File: config.mk
export PLATFORM = sky130hd
export DESIGN_NAME = seq_accumulator
export DESIGN_NICKNAME = d
export VERILOG_FILES = /design/src/rtl/accum_pkg.sv /design/src/rtl/Adder.sv /design/src/rtl/seq_accumulator.sv
export SDC_FILE = /design/constraint.sdc
export NUM_CORES = 1
export LEC_CHECK = 0
export CAP_MARGIN = 0
export CORE_UTILIZATION = 41
export CTS_CLUSTER_SIZE = 14
export DETAILED_ROUTE_END_ITERATION = 16
export PLACE_DENSITY = 0.72
export SLEW_MARGIN = 20
export SYNTH_ARGS = -nofsm -noshare
export SYNTH_HDL_FRONTEND = slang
export SYNTH_HIERARCHICAL = 1
export SYNTH_SLANG_ARGS = --single-unit
export TNS_END_PERCENT = 100
File: constraint.sdc
create_clock -name clk -period 11.9 [get_ports clk]
set_clock_uncertainty 0.1 [all_clocks]
set_input_delay 1.785 -clock clk [delete_from_list [all_inputs] [get_ports clk]]
set_output_delay 1.785 -clock clk [all_outputs]
set_load 0.005 [all_outputs]
File: src/rtl/accum_pkg.sv
// Shared types and constants for the sequential accumulator.
//   WIDTH         datapath width; fixed at 16 to match Adder
//   accum_state_t control states IDLE / ACC / DONE
//   word_t        one datapath word
package accum_pkg;

  localparam int unsigned WIDTH = 16;

  typedef enum logic [1:0] {
    IDLE = 2'd0,
    ACC  = 2'd1,
    DONE = 2'd2
  } accum_state_t;

  typedef logic [WIDTH-1:0] word_t;

endpackage

File: src/rtl/Adder.sv
// 16-bit ripple-carry adder built from four 4-bit ripple slices.
//   adder_4: a, b (4b), cin -> s (4b), cout
//   Adder:   X, Y (16b), cin -> S (16b), cout
module adder_4 (
  input  logic [3:0] a,
  input  logic [3:0] b,
  input  logic       cin,
  output logic [3:0] s,
  output logic       cout
);

  logic [4:0] c;

  always_comb begin
    c    = '0;
    s    = '0;
    c[0] = cin;
    for (int unsigned i = 0; i < 4; i++) begin
      s[i]   = a[i] ^ b[i] ^ c[i];
      c[i+1] = (a[i] & b[i]) | (c[i] & (a[i] ^ b[i]));
    end
  end

  assign cout = c[4];

endmodule

module Adder (
  input  logic [15:0] X,
  input  logic [15:0] Y,
  input  logic        cin,
  output logic [15:0] S,
  output logic        cout
);

  logic [4:0] c;

  assign c[0] = cin;

  adder_4 u_a0 (.a(X[3:0]),   .b(Y[3:0]),   .cin(c[0]), .s(S[3:0]),   .cout(c[1]));
  adder_4 u_a1 (.a(X[7:4]),   .b(Y[7:4]),   .cin(c[1]), .s(S[7:4]),   .cout(c[2]));
  adder_4 u_a2 (.a(X[11:8]),  .b(Y[11:8]),  .cin(c[2]), .s(S[11:8]),  .cout(c[3]));
  adder_4 u_a3 (.a(X[15:12]), .b(Y[15:12]), .cin(c[3]), .s(S[15:12]), .cout(c[4]));

  assign cout = c[4];

endmodule

File: src/rtl/seq_accumulator.sv
// Sequential multi-operand accumulator in front of the 16-bit Adder.
// Takes len words over in_valid/in_ready, adds or subtracts each into a
// running total, then presents the total plus sticky carry/overflow flags
// over out_valid/out_ready.
//   clk, rst_n         clock, synchronous active-low reset
//   start, len         launch a run of len words (sampled in IDLE only)
//   in_valid/in_ready  input handshake; in_data operand, in_sub 1=subtract
//   out_valid/out_ready result handshake; out_sum, out_carry, out_ovf
//   busy               high while accumulating or holding a result
module seq_accumulator
  import accum_pkg::*;
#(
  parameter int unsigned WIDTH = 16,
  parameter int unsigned CNT_W = 8
) (
  input  logic             clk,
  input  logic             rst_n,
  input  logic             start,
  input  logic [CNT_W-1:0] len,
  input  logic             in_valid,
  output logic             in_ready,
  input  logic [WIDTH-1:0] in_data,
  input  logic             in_sub,
  output logic             out_valid,
  input  logic             out_ready,
  output logic [WIDTH-1:0] out_sum,
  output logic             out_carry,
  output logic             out_ovf,
  output logic             busy
);

  accum_state_t     state, state_next;
  logic [WIDTH-1:0] acc;
  logic [CNT_W-1:0] cnt;
  logic             carry, ovf;

  logic [WIDTH-1:0] y, s;
  logic             cout;
  logic             hs;
  logic             step_carry, step_ovf;

  // Subtraction is X + ~Y + 1; the adder's carry-out is then the inverse of
  // the borrow, hence the conditional inversion when folding into carry.
  assign y  = in_data ^ {WIDTH{in_sub}};
  assign hs = in_valid && in_ready;

  Adder u_adder (
    .X    (acc),
    .Y    (y),
    .cin  (in_sub),
    .S    (s),
    .cout (cout)
  );

  assign step_carry = in_sub ? ~cout : cout;
  assign step_ovf   = (acc[WIDTH-1] == y[WIDTH-1]) && (s[WIDTH-1] != acc[WIDTH-1]);

  always_ff @(posedge clk) begin
    if (!rst_n) begin
      state <= IDLE;
    end else begin
      state <= state_next;
    end
  end

  always_comb begin
    state_next = state;
    case (state)
      IDLE: if (start) state_next = (len == '0) ? DONE : ACC;
      ACC:  if (hs && cnt == CNT_W'(1)) state_next = DONE;
      DONE: if (out_ready) state_next = IDLE;
      default: state_next = IDLE;
    endcase
  end

  always_ff @(posedge clk) begin
    if (!rst_n) begin
      acc   <= '0;
      cnt   <= '0;
      carry <= 1'b0;
      ovf   <= 1'b0;
    end else begin
      case (state)
        IDLE: begin
          if (start) begin
            acc   <= '0;
            cnt   <= len;
            carry <= 1'b0;
            ovf   <= 1'b0;
          end
        end
        ACC: begin
          if (hs) begin
            acc   <= s;
            carry <= carry | step_carry;
            ovf   <= ovf | step_ovf;
            cnt   <= cnt - 1'b1;
          end
        end
        default: ;
      endcase
    end
  end

  always_comb begin
    in_ready  = (state == ACC);
    out_valid = (state == DONE);
    busy      = (state == ACC) || (state == DONE);
  end

  assign out_sum   = acc;
  assign out_carry = carry;
  assign out_ovf   = ovf;

endmodule

# [Yosys cells after proc, flatten, opt, wreduce, memory -nomap -nowiden]
# Index checks and enable logic that the tools add are counted.
[op_classes] muxes=17 eq_ne=9 bitwise_logic=84 n_reduce_logical=9 add_sub_neg=1
[op_table] operator="1-bit AND" n=32
[op_table] operator="16-bit two-way mux" n=2
[op_table] operator="16-bit one-hot mux with 2 select lines" n=1
[op_table] operator="1-bit XOR" n=32
[op_table] operator="1-bit bitwise OR" n=18
[op_table] operator="8-bit two-way mux" n=2
[op_table] operator="8-bit one-hot mux with 2 select lines" n=1
[op_table] operator="16-bit XOR" n=1
[op_table] operator="8-bit by 1-bit equality test with 1-bit output, second input constant" n=1
[op_table] operator="8-bit zero test" n=1
[op_table] operator="2-bit two-way mux" n=4
[op_table] operator="8-bit by 1-bit subtractor with 8-bit output, second input constant" n=1
[op_table] operator="2-bit by 1-bit != test with 1-bit output, second input constant" n=3
[op_table] operator="2-bit one-hot mux with 3 select lines" n=1
[op_table] operator="3-bit AND reduction" n=2
[op_table] operator="1-bit two-way mux" n=4
[op_table] operator="1-bit one-hot mux with 2 select lines" n=2
[op_table] operator="1-bit logical AND" n=3
[op_table] operator="2-bit by 1-bit equality test with 1-bit output, second input constant" n=1
[op_table] operator="2-bit equality test, second input constant" n=1
[op_table] operator="2-bit zero test" n=1
[op_table] operator="2-bit != test, second input constant" n=1
[op_table] operator="2-bit nonzero test" n=1
[op_table] operator="1-bit equality test" n=1
[op_table] operator="other kinds (3)" n=3
[word_totals] register_bits=28 output_inout_bits=21 elab_cells=125 input_bits=30

# [Longest topological paths before layout]
[logic_depth] depth_word=39 depth_mapped=38 depth_no_buf=37

# [Hierarchy]
# The synthesis kept the hierarchy.
[modules_own_cells] module="seq_accumulator" seq_area_each_um2=560.5 area_each_um2=1596.5 n_inst=1 cells_per_inst=195
[modules_own_cells] module="adder_4" seq_area_each_um2=0.0 area_each_um2=117.6 n_inst=4 cells_per_inst=14

# [Least setup slack after synthesis]
# Ideal clock, no wire load.
[synth_path] path_type="input to register" start="in in_sub" end="reg ovf, in the netlist out_ovf" path_stages=38 path_buffers=1 arrival_ns=7.568 setup_slack_ns=4.110 required_ns=11.679 setup_ns=0.121 path_cell_list="buf_2 -> xor2_1 -> fa_1 -> inv_1 -> fa_1 -> inv_1 -> fa_1 -> inv_1 -> fa_1 -> inv_1 -> fa_1 -> inv_1 -> fa_1 -> inv_1 -> fa_1 -> inv_1 -> fa_1 -> inv_1 -> [... 2 more ...] -> fa_1 -> inv_1 -> fa_1 -> inv_1 -> fa_1 -> inv_1 -> fa_1 -> inv_1 -> fa_1 -> inv_1 -> fa_1 -> inv_1 -> fa_1 -> inv_1 -> nand2b_1 -> mux2i_1 -> a21oi_1 -> nor2_1"
[synth_via] elab_chain_cells=38 elab_cells_between_ends=69 classes_between="eq/ne (2); mux (2); bitwise (64); reduce/logical (1)"
[synth_rtl] item="start, declared" line_no="seq_accumulator.sv:23" text="input logic in_sub,"
[synth_rtl] item="16-bit XOR (*)" line_no="seq_accumulator.sv:44" text="assign y = in_data ^ {WIDTH{in_sub}};"
[synth_rtl] item="via y[0]" line_no="seq_accumulator.sv:37" text="logic [WIDTH-1:0] y, s;"
[synth_rtl] item="1-bit XOR" line_no="Adder.sv:20" text="c[i+1] = (a[i] & b[i]) | (c[i] & (a[i] ^ b[i]));"
[synth_rtl] item="1-bit AND" line_no="Adder.sv:20"
[synth_rtl] item="1-bit bitwise OR (*)" line_no="Adder.sv:20"
[synth_rtl] item="1-bit AND (*)" line_no="Adder.sv:20"
[synth_rtl] item="1-bit bitwise OR (*)" line_no="Adder.sv:20"
[synth_rtl] item="1-bit AND (*)" line_no="Adder.sv:20"
[synth_rtl] item="[... 3 more ...]"
[synth_rtl] item="via u_adder.c[1]" line_no="Adder.sv:36" text="logic [4:0] c;"
[synth_rtl] item="[... 8 more ...]"
[synth_rtl] item="via u_adder.c[2]" line_no="Adder.sv:36"
[synth_rtl] item="[... 8 more ...]"
[synth_rtl] item="via u_adder.c[3]" line_no="Adder.sv:36"
[synth_rtl] item="[... 5 more ...]"
[synth_rtl] item="1-bit bitwise OR (*)" line_no="Adder.sv:20"
[synth_rtl] item="1-bit XOR (*)" line_no="Adder.sv:19" text="s[i] = a[i] ^ b[i] ^ c[i];"
[synth_rtl] item="via s[15]" line_no="seq_accumulator.sv:37"
[synth_rtl] item="1-bit != test (*)" line_no="seq_accumulator.sv:56" text="assign step_ovf = (acc[WIDTH-1] == y[WIDTH-1]) && (s[WIDTH-1] != acc[WIDTH-1]);"
[synth_rtl] item="1-bit logical AND (*)" line_no="seq_accumulator.sv:56"
[synth_rtl] item="1-bit bitwise OR (*)" line_no="seq_accumulator.sv:96" text="ovf <= ovf | step_ovf;"
[synth_rtl] item="1-bit two-way mux (*)" line_no="seq_accumulator.sv:93" text="if (hs) begin"
[synth_rtl] item="1-bit one-hot mux with 2 select lines (*)" line_no="seq_accumulator.sv:83" text="case (state)"
[synth_rtl] item="end signal, assigned" line_no="seq_accumulator.sv:96"
[synth_rtl] item="end, declared" line_no="seq_accumulator.sv:35" text="logic carry, ovf;"
# The timed path passes the listed nets; every way through them passes the cells marked *. The select of a mux whose other input is x is not followed.
# A chain may end at the register's enable or synchronous reset.

# [Worst setup path in the final report]
# Ends and elaborated chain as after synthesis.

==> key figures <==
Run status
  – Outcome: finished, final reports clean

Global route
  – Overflow after GRT: 0
  – Largest net degree at the start of global routing: 40
  – Initial antenna violation count: 0
  – Vias in the first global route: 1586
  – Total Routing Usage GR: 0.167
  – First-pass GRT wire length: 7.05 mm

Clocking
  – CTS Hold Bufs: 0
  – CTS tree: done
  – Root Driver: clkbuf_8
  – Clk sinks: 28
  – H-tree Lvls: 1
  – CTS Buf Count: 3
  – CTS Buffer Depth: 2
  – Worst skew pair latency: 0.27 ns
  – Resize count post-CTS: 0
  – Setup repair bufs after CTS: 0
  – Clock transition at path regs: 0.10 ns

Place
  – DP Area: 0.00259 mm2
  – Port-buffer cells: 50
  – Final weighted congestion in routability-driven placement: 0.769
  – Post-DP HPWL: 3.00 mm

Yosys
  – Post-Syn Instances: 251
  – Synth cell types: 38
  – Post-synthesis sequential area ratio: 0.271
  – Syn avg cell area: 8.23 um2
  – FF+latch count, synth: 28
  – Syn Nets: 302
  – Mapped Area: 0.00207 mm2
  – Total number of yosys warnings: 6

Timing
  – Tightest Pin Transition: 1.08 ns
  – Final setup viols: 0
  – Post-route minimum period: 8.42 ns
  – Max transition margin: 0.282
  – Setup total negative slack: 0 ns
  – Fin crit share: 0.708
  – Unrepaired setup endpoints after global routing: false
  – Final hold violation count: 0
  – Final slew viol count: 0
  – Fmax: 0.119 GHz

Power
  – Internal power: 266 uW
  – Switching Power: 195 uW
  – VDD IR max: 0.108 mV
  – Net Sw Frac: 0.423
  – Power density cells: 174 mW/mm2
  – Clock share of power: 0.128
  – Leakage: 1.11 nW
  – Comb power frac: 0.555
  – Sequential Power Share: 0.317

Floorplanning
  – Starting Density: 0.432
  – DIE HEIGHT: 73 um
  – Io pins: 51
  – DIE WIDTH: 73 um
  – Std-Cell Rows: 25
  – Core ar.: 0.00479 mm2
  – Die ar.: 0.00533 mm2

Worst setup path
  – CP bufs+invs: 18
  – CP max FO: 18
  – Max incr delay on CP: 0.46 ns
  – Worst path slowest cell: clkdlybuf4s50_1
  – CP Class: in2reg
  – Crit. End Element: register
  – Arrival @ worst endpoint: 8.48 ns
  – CP startpoint kind: input port
  – CP top delay family: adder cells
  – Worst Path Required: 11.96 ns

Final layout
  – Post-route cell area: 0.00265 mm2
  – N_diodes: 0
  – Share of layout cells above drive strength 1: 0.0478
  – Area grow syn2layout: 28.2%
  – Final net count: 345

Run
  – Max cap viols: 0

Route
  – Via count: 1697
  – Post-DR wirelength/cell: 11.5 um
  – Pre-antenna DRT Iters: 4
  – DR vias/cell: 4.71
  – Detailed Route Iter0 Violations: 72
  – Antenna viol nets, final: 0
  – Drt drc: 0
  – Total wire length: 4.15 mm

Min path
  – HP Class: reg2reg
[power groups by stage]
stage	Clock (mW)	Sequential, mW	Combinational (mW)
6_report	0.0589	0.146	0.256
5_1_grt	0.0651	0.150	0.290
4_1_cts	0.0611	0.146	0.258
3_5_place_dp	0	0.147	0.256
3_3_place_gp	0	0.147	0.252
2_1_floorplan	0	0.143	0.189
[synth_stat cells]
cell type,count,share of area
o21ai_1,1,0.0024
nor3_1,1,0.0024
a21oi_2,1,0.0042
nand4_1,1,0.0030
o21ai_0,5,0.012
buf_2,6,0.015
mux2i_1,3,0.015
a311o_1,1,0.0048
nor2b_1,4,0.012
or3_2,1,0.0036
o22ai_1,3,0.0091
and2_2,1,0.0036
nand2b_1,4,0.012
inv_1,49,0.089
a21o_1,2,0.0073
or3b_4,1,0.0054
nor4_1,4,0.012
o22a_1,1,0.0042
buf_4,3,0.011
o221a_2,3,0.016
and2b_2,1,0.0042
a31oi_1,2,0.0061
nand3_1,18,0.044
a21boi_1,2,0.0073
or3_1,1,0.0030
dfxtp_1,28,0.27
a21boi_0,16,0.058
a21oi_1,7,0.017
o41ai_1,1,0.0042
nand2_1,28,0.051
buf_1,1,0.0018
and2b_1,1,0.0036
nor2_1,6,0.011
clkbuf_1,4,0.0073
ha_1,5,0.030
o211a_1,2,0.0097
xor2_1,17,0.072
fa_1,16,0.15
[final cells by class]
| type | instances | area, um2 |
|---|---|---|
| well taps | 67 | 83.8 |
| repair buffers | 52 | 515 |
| multi-input cells | 160 | 1250 |
| clock buffers | 4 | 55.1 |
| inverters | 49 | 184 |
| fillers | 445 | 2140 |
| flip-flops and latches | 28 | 561 |
[logic make-up after synthesis]
family                     synth area share
muxes                                0.0145
and+or+nand+nor                       0.171
buffers and inverters                 0.123
DFF                                   0.271
AOI/OAI and AO/OA                     0.163
adders and majority gates             0.185
xor gates and xnor gates             0.0720
[worst min-delay path, stage by stage, from the launching register on]
cell,delay (ns)
dfxtp_1,0.34
nand2_1,0.06
a21boi_1,0.05
[routing by layer]
layer | vias to the layer above | wire [um] | share of wire | global-route usage
met5 | - | 0 | 0 | 0
met4 | 0 | 34 | 0.0082 | 0.0523
met3 | 2 | 114 | 0.028 | 0.0124
met2 | 32 | 2010 | 0.48 | 0.284
met1 | 786 | 1990 | 0.48 | 0.226
li1 | 877 | - | - | -
[flip-flops by register name (all words and copies together) (netlist names)]
name       flops
out_carry      1
state          2
out_sum       16
cnt            8
out_ovf        1
[worst paths after layout]
path	from	end	slack, ns	cells past startpoint
worst max register to register	out_sum[0]$_SDFFE_PN0P_	out_ovf$_SDFFE_PN0P_	5.53	36
worst min-delay path	out_sum[11]$_SDFFE_PN0P_	out_sum[11]$_SDFFE_PN0P_	0.38	2
worst max-delay path	in_sub	out_ovf$_SDFFE_PN0P_	3.48	39
worst min register to register	out_sum[11]$_SDFFE_PN0P_	out_sum[11]$_SDFFE_PN0P_	0.38	2
[stage by stage]
| stage | hold slack (ns) | setup slack [ns] | total power [mW] | cells | utilization |
|---|---|---|---|---|---|
| 2_1_floorplan | 0.346 | 4.11 | 0.332 | 251 | - |
| 3_3_place_gp | 0.360 | 3.32 | 0.399 | 356 | 0.542 |
| 3_5_place_dp | 0.366 | 3.12 | 0.404 | 356 | 0.542 |
| 4_1_cts | 0.384 | 3.43 | 0.465 | 360 | 0.554 |
| 5_1_grt | 0.398 | 3.04 | 0.506 | 360 | 0.554 |
| 6_report | 0.381 | 3.48 | 0.460 | 360 | 0.554 |
[cells in the final DEF (no fill, tap or decap), types with 2 or more instances in the layout]
| cell | Yosys | routed |
|---|---|---|
| clkdlybuf4s50_1 | 0 | 50 |
| nor2_1 | 6 | 6 |
| nand2b_1 | 4 | 4 |
| o211a_1 | 2 | 2 |
| o22ai_1 | 3 | 3 |
| fa_1 | 16 | 16 |
| a21o_1 | 2 | 2 |
| nor2b_1 | 4 | 4 |
| o221a_2 | 3 | 3 |
| nand3_1 | 18 | 18 |
| clkbuf_8 | 0 | 4 |
| a21oi_1 | 7 | 7 |
| ha_1 | 5 | 5 |
| a21boi_0 | 16 | 16 |
| nor4_1 | 4 | 4 |
| o21ai_0 | 5 | 5 |
| dfxtp_1 | 28 | 28 |
| a31oi_1 | 2 | 2 |
| mux2i_1 | 3 | 3 |
| buf_4 | 3 | 2 |
| a21boi_1 | 2 | 2 |
| inv_1 | 49 | 49 |
| nand2_1 | 28 | 28 |
| xor2_1 | 17 | 17 |
No activity file was read; power rests on OpenSTA's default activity.
==> variant, RTL diff (config.mk and constraints unchanged) <==
Make the reset (`rst_n`) asynchronous in 2 clocked blocks. Comments in the files are not updated.
--- a/src/rtl/seq_accumulator.sv
+++ b/src/rtl/seq_accumulator.sv
@@ -55,7 +55,7 @@
   assign step_carry = in_sub ? ~cout : cout;
   assign step_ovf   = (acc[WIDTH-1] == y[WIDTH-1]) && (s[WIDTH-1] != acc[WIDTH-1]);
 
-  always_ff @(posedge clk) begin
+  always_ff @(posedge clk or negedge rst_n) begin
     if (!rst_n) begin
       state <= IDLE;
     end else begin
@@ -73,7 +73,7 @@
     endcase
   end
 
-  always_ff @(posedge clk) begin
+  always_ff @(posedge clk or negedge rst_n) begin
     if (!rst_n) begin
       acc   <= '0;
       cnt   <= '0;
Behaviour: differs if rst_n is asserted again (counterexample within 4 cycles, from zero or initial values and one cycle with rst_n low); with rst_n held inactive, the same outputs for 10 cycles.
==> variant against the original RTL <==
- maximum frequency fell by 0.72%
- critical path depth unchanged
- cell area up 0.47%
- wire length grew 8.3%
- sequential power up 27%
- synthesized area decreased by 0.97%
- sequential cell count did not move
- combinational power grew 45%
- utilization grew 0.63 points
- synthesized cell count shrank 6.0%
- worst hold slack improved by 0.025 ns
- die area shrank 0.93%
- power rose by 34%
- worst setup slack worse by 0.061 ns
==> variant: results (changes against the original RTL) <==
| Parameter | Value | Unit | vs unedited |
| --- | --- | --- | --- |
| Final weighted congestion in routability-driven placement | 0.7529 | - | -2.1% |
| Sum of routed wire segments on met1 | 2049 | um | +2.9% |
| Max Fclk | 117.9 | MHz | -0.72% |
| Worst VDD drop | 105.1 | uV | -2.9% |
| Worst Tran Pin Value | 0.9745 | ns | -0.1022 ns |
| Number of instances in the placed design | 346 | - | -2.8% |
| Estimated wirelength of the detail-placed design | 3258 | um | +8.6% |
| Share of async-settable or async-resettable flops after synthesis | 1.000 | - | +1.000 |
| Met3 demand-to-capacity share in global routing | 0.03039 | - | +0.01796 |
| Global-route wire length before repair | 7714 | um | +9.4% |
| Share of post-route cells with drive strength above 1 | 0.04240 | - | -0.005379 |
| Via count normalized by instance count | 4.809 | - | +2.0% |
| Count of buffers added by post-CTS timing repair for setup | 0 | - | unchanged |
| Launch point of the worst reg-to-reg path | out_sum[0] | - |  |
| Count of nets after finishing | 335 | - | -2.9% |
| Synthesized net count | 287 | - | -5.0% |
| Most used DFF post-synth | sky130_fd_sc_hd__dfrtp_1 | - |  |
| Top area cells in the synthesized netlist | sky130_fd_sc_hd__dfrtp_1 (34%), sky130_fd_sc_hd__fa_1 (16%), sky130_fd_sc_hd__inv_1 (9.0%) | - |  |
| Sw Ratio | 0.4417 | - | +0.01875 |
| Internal power | 0.3451 | mW | +30% |
| Warnings from Yosys | 6 | - | unchanged |
| Total number of vias | 1683 | - | -0.82% |
| Global Route Usage Sum | 0.1877 | - | +0.02029 |
| Placement-stage worst setup slack | 3.166 | ns | +0.04516 ns |
| Filler cells | 459 | - | +3.1% |
| Power dissipated in combinational cells | 0.372 | mW | +45% |
| Met2 GRT Util | 0.3198 | - | +0.03588 |
| Largest net degree at the start of global routing | 36 | - | -10% |
| Clk network pwr share | 0.097 | - | -0.031 |
| Synth cell count leaders | sky130_fd_sc_hd__inv_1 (49), sky130_fd_sc_hd__nand2_1 (41), sky130_fd_sc_hd__dfrtp_1 (28) | - |  |
| Iteration-0 DRC Markers | 101 | - | +40% |
| Run status | finished clean | - |  |
| Worst hold path startpoint | out_sum[5] | - |  |
| Synth Instances | 236 | - | -6.0% |
| Arr. time, crit path | 8.58 | ns | +0.10 ns |
| Reg2reg setup slack | 5.36 | ns | -0.17 ns |
| Hold WS | 0.4062 | ns | +0.02524 ns |
| Area after DPL | 2608 | um2 | +0.48% |
| Met1 track utilization from global routing | 0.2507 | - | +0.02422 |
| Final core utilization | 0.5600 | - | +0.006275 |
[variant: worst paths after layout]
| path | endpoint |
|---|---|
| max in group asynchronous | out_sum[9] |
| max | out_ovf |
| min reg2reg | out_sum[5] |
| max reg2reg | out_ovf |
| min | out_sum[5] |
| min in group asynchronous | cnt[6] |
[variant: worst min-delay path: cells and delay by family, from the launching register on]
kind,cells,cell delay (ns)
flops,1,0.38
simple gates,2,0.10
[variant: cell families after synthesis]
| kind of cell | count (synthesis) | share of synthesized area |
|---|---|---|
| flip-flops | 28 | 0.3423 |
| XOR/XNOR | 17 | 0.07274 |
| buffers and inverters | 60 | 0.1161 |
| AO/OA/AOI/OAI | 28 | 0.08374 |
| adder cells (fa/ha/maj) | 21 | 0.1870 |
| AND/OR/NAND/NOR | 77 | 0.1736 |
| multiplexers | 5 | 0.02445 |
[variant: area by class of cell]
cell class                 instances  share of cell area
sequential                        28              0.2632
inverter                          49             0.06908
timing repair buffer              54              0.1992
clock buffer                       4             0.02068
multi-input combinational        148              0.4164
tap                               67             0.03149
